`config.mk`:
```
export PLATFORM = sky130hd
export DESIGN_NAME = frame_classifier
export DESIGN_NICKNAME = d
export VERILOG_FILES = /design/src/rtl/eth_pkg.sv /design/src/rtl/frame_classifier_hdr_field_capture.sv /design/src/rtl/frame_classifier.sv
export SDC_FILE = /design/constraint.sdc
export NUM_CORES = 1
export LEC_CHECK = 0
export BUFFER_PORTS_ARGS = -buffer_cell sky130_fd_sc_hd__buf_2
export CAP_MARGIN = 10
export CORE_MARGIN = 3
export CORE_UTILIZATION = 49
export DETAILED_ROUTE_END_ITERATION = 16
export GPL_TIMING_DRIVEN = 0
export HOLD_SLACK_MARGIN = 0.02
export PLACE_DENSITY_LB_ADDON = 0.3
export REMOVE_ABC_BUFFERS = 1
export SETUP_SLACK_MARGIN = 0.05
export SLEW_MARGIN = 20
export SYNTH_ARGS = -nofsm -noshare
export SYNTH_HDL_FRONTEND = slang
export SYNTH_HIERARCHICAL = 1
export SYNTH_SLANG_ARGS = --single-unit
```
`constraint.sdc`:
```
create_clock -name logic_clk -period 9.87 [get_ports logic_clk]
set_input_delay 1.974 -clock logic_clk [delete_from_list [all_inputs] [get_ports logic_clk]]
set_output_delay 1.974 -clock logic_clk [all_outputs]
set_load 0.01 [all_outputs]
```
`src/rtl/eth_pkg.sv`:
```
// Shared constants and state type for the Ethernet RX frame classifier.
package eth_pkg;

    localparam logic [47:0] GLOBAL_MAC = 48'hFFFF_FFFF_FFFF;
    localparam logic [15:0] ARP_TYPE   = 16'h0806;
    localparam logic [15:0] IP_TYPE    = 16'h0800;
    localparam logic [7:0]  ICMP_PROTO = 8'h01;
    localparam logic [7:0]  UDP_PROTO  = 8'h11;
    localparam logic [7:0]  IPV4_VIHL  = 8'h45;

    localparam int unsigned ETH_HDR_LEN = 14;
    localparam int unsigned IP_HDR_LEN  = 20;
    localparam int unsigned UDP_HDR_LEN = 8;

    typedef enum logic [2:0] {
        ST_IDLE,
        ST_ETH_HEAD,
        ST_IP_HEAD,
        ST_UDP_HEAD,
        ST_ARP_DATA,
        ST_ICMP_DATA,
        ST_UDP_DATA,
        ST_DROP
    } split_state_t;

endpackage

```
`src/rtl/frame_classifier_hdr_field_capture.sv`:
```
// Header byte counter plus a shift register exposing the last eight bytes
// (including the byte currently presented) as one big-endian word.
module hdr_field_capture (
    input  logic        logic_clk,
    input  logic        logic_rst,
    input  logic        clear,
    input  logic        take,
    input  logic [7:0]  data,
    output logic [4:0]  idx,
    output logic [63:0] word
);

    logic [4:0]  cnt;
    logic [55:0] sh;

    always_ff @(posedge logic_clk or posedge logic_rst) begin
        if (logic_rst) begin
            cnt <= '0;
            sh  <= '0;
        end else begin
            if (clear)
                cnt <= '0;
            else if (take)
                cnt <= cnt + 5'd1;
            if (take)
                sh <= {sh[47:0], data};
        end
    end

    assign idx  = cnt;
    assign word = {sh, data};

endmodule

```
`src/rtl/frame_classifier.sv`:
```
// RX frame splitter: parses Ethernet/IPv4/UDP headers and routes each frame's
// payload to the ARP, ICMP or UDP sink; everything else is consumed and counted.
module frame_classifier
    import eth_pkg::*;
#(
    parameter logic [31:0] LOCAL_IP      = 32'hC0A8_006E,
    parameter logic [47:0] LOCAL_MAC     = 48'hABCD_1234_5678,
    parameter int unsigned NUM_UDP_CH    = 4,
    parameter logic [15:0] UDP_PORT_BASE = 16'd8000,
    parameter int unsigned CNT_W         = 16
) (
    input  logic                   logic_clk,
    input  logic                   logic_rst,
    input  logic [7:0]             net_rdata_in,
    input  logic                   net_rvalid_in,
    output logic                   net_rready_out,
    input  logic                   net_rlast_in,
    output logic [7:0]             arp_rdata_out,
    output logic                   arp_rvalid_out,
    output logic                   arp_rlast_out,
    input  logic                   arp_rready_in,
    output logic [7:0]             icmp_rdata_out,
    output logic                   icmp_rvalid_out,
    output logic                   icmp_rlast_out,
    input  logic                   icmp_rready_in,
    output logic [31:0]            icmp_src_ip_out,
    output logic [7:0]             udp_rdata_out,
    output logic                   udp_rvalid_out,
    output logic                   udp_rlast_out,
    input  logic                   udp_rready_in,
    output logic [((NUM_UDP_CH > 1) ? $clog2(NUM_UDP_CH) : 1)-1:0] udp_chan_out,
    output logic [31:0]            udp_src_ip_out,
    output logic [15:0]            udp_src_port_out,
    output logic [15:0]            udp_len_out,
    output logic [CNT_W-1:0]       drop_cnt_out,
    output logic [CNT_W-1:0]       frame_cnt_out
);

    localparam int unsigned CHW = (NUM_UDP_CH > 1) ? $clog2(NUM_UDP_CH) : 1;

    split_state_t state, state_n;
    logic         resync, mac_ok;
    logic [7:0]   proto;
    logic [31:0]  src_ip;
    logic [4:0]   idx;
    logic [63:0]  word;
    logic [15:0]  chan_off;
    logic         chan_ok, acc, hdr, data_st, take, clear, frame_done, drop_done;

    hdr_field_capture u_cap (
        .logic_clk (logic_clk),
        .logic_rst (logic_rst),
        .clear     (clear),
        .take      (take),
        .data      (net_rdata_in),
        .idx       (idx),
        .word      (word)
    );

    assign chan_off = word[47:32] - UDP_PORT_BASE;
    assign chan_ok  = chan_off < 16'(NUM_UDP_CH);

    assign arp_rdata_out  = net_rdata_in;
    assign icmp_rdata_out = net_rdata_in;
    assign udp_rdata_out  = net_rdata_in;

    always_comb begin
        state_n         = state;
        net_rready_out  = 1'b0;
        arp_rvalid_out  = 1'b0;
        arp_rlast_out   = 1'b0;
        icmp_rvalid_out = 1'b0;
        icmp_rlast_out  = 1'b0;
        udp_rvalid_out  = 1'b0;
        udp_rlast_out   = 1'b0;
        frame_done      = 1'b0;
        drop_done       = 1'b0;
        hdr             = state inside {ST_ETH_HEAD, ST_IP_HEAD, ST_UDP_HEAD};
        data_st         = state inside {ST_ARP_DATA, ST_ICMP_DATA, ST_UDP_DATA};

        case (state)
            // After reset the line position is unknown, so the first frame is discarded.
            ST_IDLE: if (net_rvalid_in) state_n = resync ? ST_DROP : ST_ETH_HEAD;
            ST_ETH_HEAD, ST_IP_HEAD, ST_UDP_HEAD, ST_DROP: net_rready_out = 1'b1;
            ST_ARP_DATA: begin
                net_rready_out = arp_rready_in;
                arp_rvalid_out = net_rvalid_in;
                arp_rlast_out  = net_rlast_in;
            end
            ST_ICMP_DATA: begin
                net_rready_out  = icmp_rready_in;
                icmp_rvalid_out = net_rvalid_in;
                icmp_rlast_out  = net_rlast_in;
            end
            ST_UDP_DATA: begin
                net_rready_out = udp_rready_in;
                udp_rvalid_out = net_rvalid_in;
                udp_rlast_out  = net_rlast_in;
            end
            default: state_n = ST_IDLE;
        endcase

        acc  = net_rvalid_in && net_rready_out;
        take = acc && hdr;

        if (acc) begin
            if (net_rlast_in) begin
                state_n    = ST_IDLE;
                frame_done = data_st;
                drop_done  = !data_st;
            end else begin
                case (state)
                    ST_ETH_HEAD: if (idx == 5'(ETH_HDR_LEN - 1)) begin
                        if (!mac_ok)                  state_n = ST_DROP;
                        else if (word[15:0] == ARP_TYPE) state_n = ST_ARP_DATA;
                        else if (word[15:0] == IP_TYPE)  state_n = ST_IP_HEAD;
                        else                          state_n = ST_DROP;
                    end
                    ST_IP_HEAD: begin
                        if (idx == 5'd0 && net_rdata_in != IPV4_VIHL)
                            state_n = ST_DROP;
                        else if (idx == 5'(IP_HDR_LEN - 1)) begin
                            if (word[31:0] != LOCAL_IP)   state_n = ST_DROP;
                            else if (proto == ICMP_PROTO) state_n = ST_ICMP_DATA;
                            else if (proto == UDP_PROTO)  state_n = ST_UDP_HEAD;
                            else                          state_n = ST_DROP;
                        end
                    end
                    ST_UDP_HEAD: if (idx == 5'(UDP_HDR_LEN - 1))
                        state_n = (chan_ok && word[31:16] >= 16'(UDP_HDR_LEN)) ? ST_UDP_DATA : ST_DROP;
                    default: ;
                endcase
            end
        end

        clear = (state_n != state);
    end

    always_ff @(posedge logic_clk or posedge logic_rst) begin
        if (logic_rst) begin
            state            <= ST_IDLE;
            resync           <= 1'b1;
            mac_ok           <= 1'b0;
            proto            <= '0;
            src_ip           <= '0;
            icmp_src_ip_out  <= '0;
            udp_chan_out     <= '0;
            udp_src_ip_out   <= '0;
            udp_src_port_out <= '0;
            udp_len_out      <= '0;
            drop_cnt_out     <= '0;
            frame_cnt_out    <= '0;
        end else begin
            state <= state_n;
            if (state == ST_IDLE && net_rvalid_in)
                resync <= 1'b0;
            if (take && state == ST_ETH_HEAD && idx == 5'd5)
                mac_ok <= (word[47:0] == LOCAL_MAC) || (word[47:0] == GLOBAL_MAC);
            if (take && state == ST_IP_HEAD && idx == 5'd9)
                proto <= net_rdata_in;
            if (take && state == ST_IP_HEAD && idx == 5'd15)
                src_ip <= word[31:0];
            if (state_n == ST_ICMP_DATA && state != ST_ICMP_DATA)
                icmp_src_ip_out <= src_ip;
            if (state_n == ST_UDP_DATA && state != ST_UDP_DATA) begin
                udp_chan_out     <= chan_off[CHW-1:0];
                udp_src_ip_out   <= src_ip;
                udp_src_port_out <= word[63:48];
                udp_len_out      <= word[31:16] - 16'(UDP_HDR_LEN);
            end
            if (drop_done)
                drop_cnt_out <= drop_cnt_out + CNT_W'(1);
            if (frame_done)
                frame_cnt_out <= frame_cnt_out + CNT_W'(1);
        end
    end

endmodule
```
# Yosys cells after proc, flatten, opt, wreduce, memory -nomap -nowiden
# Cells that the tools add are included.
# word_totals
reg_bits,236
input_bits,15
output_inout_bits,161
elab_cells,97
# classes
n_addsub,5
n_lt_le_gt_ge,2
n_eq_ne,26
mux,30
reduce_logical,20
# ops
operator,n
"equality test 48 bit, second input constant",2
two-way mux 3 bit,15
"adder 16 x 1 -> 16 bit, second input constant",2
"equality test 16 x 12 -> 1 bit, second input constant",2
"!= test 32 bit, second input constant",1
"equality test 3 bit, second input constant",6
">= comparator 16 x 4 -> 1 bit, second input constant",1
"< comparator 16 x 3 -> 1 bit, second input constant",1
"subtractor 16 x 13 -> 16 bit, second input constant",1
"subtractor 16 x 4 -> 16 bit, second input constant",1
"equality test 5 x 4 -> 1 bit, second input constant",3
logical AND 1 bit,12
two-way mux 1 bit,11
"equality test 5 x 3 -> 1 bit, second input constant",2
two-way mux 5 bit,2
one-hot mux 3 bit (3 select lines),1
"equality test 8 x 1 -> 1 bit, second input constant",1
"equality test 8 x 5 -> 1 bit, second input constant",1
"!= test 8 x 7 -> 1 bit, second input constant",1
"equality test 3 x 2 -> 1 bit, second input constant",2
"!= test 3 bit, second input constant",2
nonzero test 3 bit,2
"adder 5 x 1 -> 5 bit, second input constant",1
"equality test 5 bit, second input constant",1
other kinds (9),9

# Longest topological paths before layout
# logic_depth
depth_word,11
depth_mapped,11
ltp_nobuf,10

# Cells and area by module
# Netlist, hierarchy kept.
# modules_own_cells
mod,instances,cells_each,area_each_um2,seq_area_each_um2
frame_classifier,1,619,8135.3,4380.5
hdr_field_capture,1,149,2626.3,1526.5

# Worst setup path after synthesis
# Ideal clock, no wire load.
# synth_path
path_kind,input -> output
start,in udp_rready_in
end,out net_rready_out
arrival_time_ns,2.457
required_time_ns,7.896
setup_slack_ns,5.439
cell_stages,3
n_path_buf,0
path_cell_list,nor3b_1 > o21a_1 > nor2b_1
# synth_via
elab_chain_cells,1
# synth_rtl
element,line,rtl
"start, declared",frame_classifier.sv:30,"input logic udp_rready_in,"
one-hot mux 1 bit (4 select lines),frame_classifier.sv:81,case (state)
"end, declared",frame_classifier.sv:16,"output logic net_rready_out,"
# Every way passes these cells.

# Final worst setup path
# Same ends and word-level chain as after synthesis.

==> out/results.txt <==
DR pass1 iterations - 4
Final Power - 3.362 mW
Worst R2R Start - u_cap/sh[37]
final non-filler cell total - 1220
clock insertion delay at the later pin of the skew report - 0.52 ns
core area - 21290 um2
maxcap violations - 0
worst-margin pin slew - 0.7871 ns
simple-gate share of the synthesized area - 9.464%
average size of a mapped cell - 14.01 um2
Die ar. - 23780 um2
flop-to-flop setup slack - 6.23 ns
commonest non-fill, non-tap cell in the layout - dfrtp_1
# diodes - 0
Setup Skew - 0.01345 ns
Yosys Warn Count - 6
P per Cell Area - 267.6 nW/um2
most frequent cells in the layout - dfrtp_1, buf_2, mux2_4
RD Place Congestion - 0.8275
register area - 5907 um2
# IOs - 176
kind of critical path - input pin to output port
capture point of the worst reg-to-reg path - udp_src_ip_out[22]
area growth from synthesis to layout - 16.75%
crit end category - output port
post-CTS setup buffer count - 0
via/cell ratio - 5.377
mux share of post-synthesis cell area - 23.68%
Util after Layout - 59.03%
Final period util - 47.51%
Hold WC Path Type - flip-flop to flip-flop
Initial Util - 50.56%
Fin Hold WS - 0.4635 ns
worst r2r path cells - 10
final WL - 21960 um
Critical Path Source Type - input pin
synthesized instance count - 768
wire length per cell - 18.00 um
final antenna-violating net count - 0
RSZ-0062 raised after global routing - false
relative slew slack - 47.13%
Worst Hold Endpoint - frame_cnt_out[15]
Root Buffer - clkbuf_16
CTS tree - built
Post-synth top flop - dfrtp_1
XOR/XNOR share of the synthesized area - 3.825%
chip width - 154.2 um
Rows - 53
Req. time, crit path - 7.90 ns
Clock Path Buffers - 3
clk sinks - 236
detailed placer's ending HPWL - 15090 um
main combinational cell family by area after synthesis - multiplexers
hold depth - 1
hold-fix buffer count after cts - 0
P_leak - 6.409 nW
WP data arrival - 2.72 ns
fin. max-slew vios - 0
DRC viols - 0
fmax - 213.2 MHz
initial antenna violation count - 0
nets@finish - 945
fraction of layout cells with a size suffix above 1 - 43.60%
first-pass GRT wire length - 36240 um
worst-path fanout max - 5
DIE HEIGHT - 154.2 um
GRT Residual Overflow - 0
H-tree depth - 1
number of flops mapped to enable cells by yosys - 0
largest net degree at the start of global routing - 90
initial DRC count - 264
endpoints failing setup - 0
Filler cells - 1711
PostCTS Resize Cnt - 0
peak supply drop - 0.0001509 V
Inst Count DP - 1174
CTS buffer count - 25
Fin. Hold Viols - 0
number of global-route vias before repair - 6657
post-synthesis compound-gate area fraction - 2.593%
clock slew at reported path FFs - 0.06 ns
Cell variety after synth - 67
hold wc startpoint - frame_cnt_out[15]
fin crit period - 4.690 ns
asr flop ratio synth - 100.0%
Seq cells post-synth - 236
adder-cell share of the synthesized area - 0.4651%
PortBufs - 175
area occupied by multi-input gates - 4332 um2
Synth Cell Area - 10760 um2
post-synthesis sequential area ratio - 54.89%
outcome - complete, no violations
vias - 6560
Overall Global Routing Usage - 18.38%
==> synthesized netlist by cell type (7+ instances only) <==
cell       n  area share (%)
mux2_4    86              12
and3_1     9            0.52
buf_4     34             2.4
dfrtp_1  235              55
nand2_1   35             1.2
buf_6     11             1.2
nand4_1   17            0.99
nor2_1    34             1.2
xor2_1    21             1.7
o21ai_0    7            0.33
inv_1      8            0.28
mux2_2    69             7.2
xnor2_1   26             2.1
nand3_1   15            0.70
mux2_1    40             4.2
nor3_1    19            0.88
==> report_power, final <==
part / switching (mW) / total [mW] / leakage, nW / internal (mW)
Combinational: 0.436 / 0.972 / 2.86 / 0.536
Sequential: 0.264 / 1.43 / 3.13 / 1.17
Clock: 0.377 / 0.956 / 0.419 / 0.579
==> sequential cells by signal, summed over array words and instances, names as in the netlist <==
signal,flops
udp_src_port_out,16
src_ip,32
udp_chan_out,2
frame_cnt_out,16
u_cap/idx,5
icmp_src_ip_out,32
state,3
resync,1
udp_src_ip_out,32
udp_len_out,16
drop_cnt_out,16
proto,8
mac_ok,1
u_cap/sh,56
==> worst max-delay path, stage by stage <==
cell,delay [ns]
buf_2,0.08
nor3b_1,0.04
o21a_1,0.26
nor2b_1,0.20
buf_2,0.17
==> logic make-up (layout without fill, tap and decap cells) <==
| family | count (synthesis) | after routing |
|---|---|---|
| flip-flops | 236 | 236 |
| buffers and inverters | 68 | 245 |
| multiplexers | 198 | 198 |
| XOR/XNOR | 47 | 47 |
| AND/OR/NAND/NOR | 183 | 183 |
| adder cells (fa/ha/maj) | 4 | 4 |
| AO/OA/AOI/OAI | 32 | 32 |
==> how the worst max path moves through the flow <==
stage | end | startpoint | cells after the start | slack, ns
2_1_floorplan | icmp_src_ip_out[30] | net_rvalid_in | 5 | 0.29
3_3_place_gp | icmp_src_ip_out[31] | net_rvalid_in | 6 | -3.10
3_5_place_dp | icmp_src_ip_out[12] | net_rdata_in[0] | 11 | 4.64
4_1_cts | icmp_src_ip_out[10] | net_rdata_in[0] | 11 | 5.18
5_1_grt | icmp_src_ip_out[18] | net_rdata_in[7] | 11 | 4.94
6_report | net_rready_out | udp_rready_in | 5 | 5.18
==> cell type report <==
class | count | share of cell area, %
flip-flops and latches | 236 | 47.01
inverters | 9 | 0.3485
clock inverters | 9 | 0.8265
multi-input cells | 464 | 34.48
clock buffers | 37 | 5.975
well taps | 275 | 2.738
repair buffers | 190 | 8.624
==> stage by stage <==
| stage | setup WS [ns] | instance area, um2 | TNS (ns) |
|---|---|---|---|
| 3_5_place_dp | 4.637 | 11710 | 0 |
| 2_1_floorplan | 0.2930 | 10250 | 0 |
| 5_1_grt | 4.945 | 12560 | 0 |
| 6_report | 5.180 | 12560 | 0 |
| 3_3_place_gp | -3.102 | 11470 | -106.04 |
| 4_1_cts | 5.178 | 12560 | 0 |
==> per-layer routing <==
layer | track usage [%] | share of wire, % | vias to the layer above
met5 | 0 | 0 | -
met4 | 3.448 | 1.8 | 0
met1 | 26.18 | 46 | 3354
met3 | 3.302 | 5.4 | 25
met2 | 30.07 | 47 | 167
li1 | - | - | 3014
No activity file was read; power rests on OpenSTA's default activity.
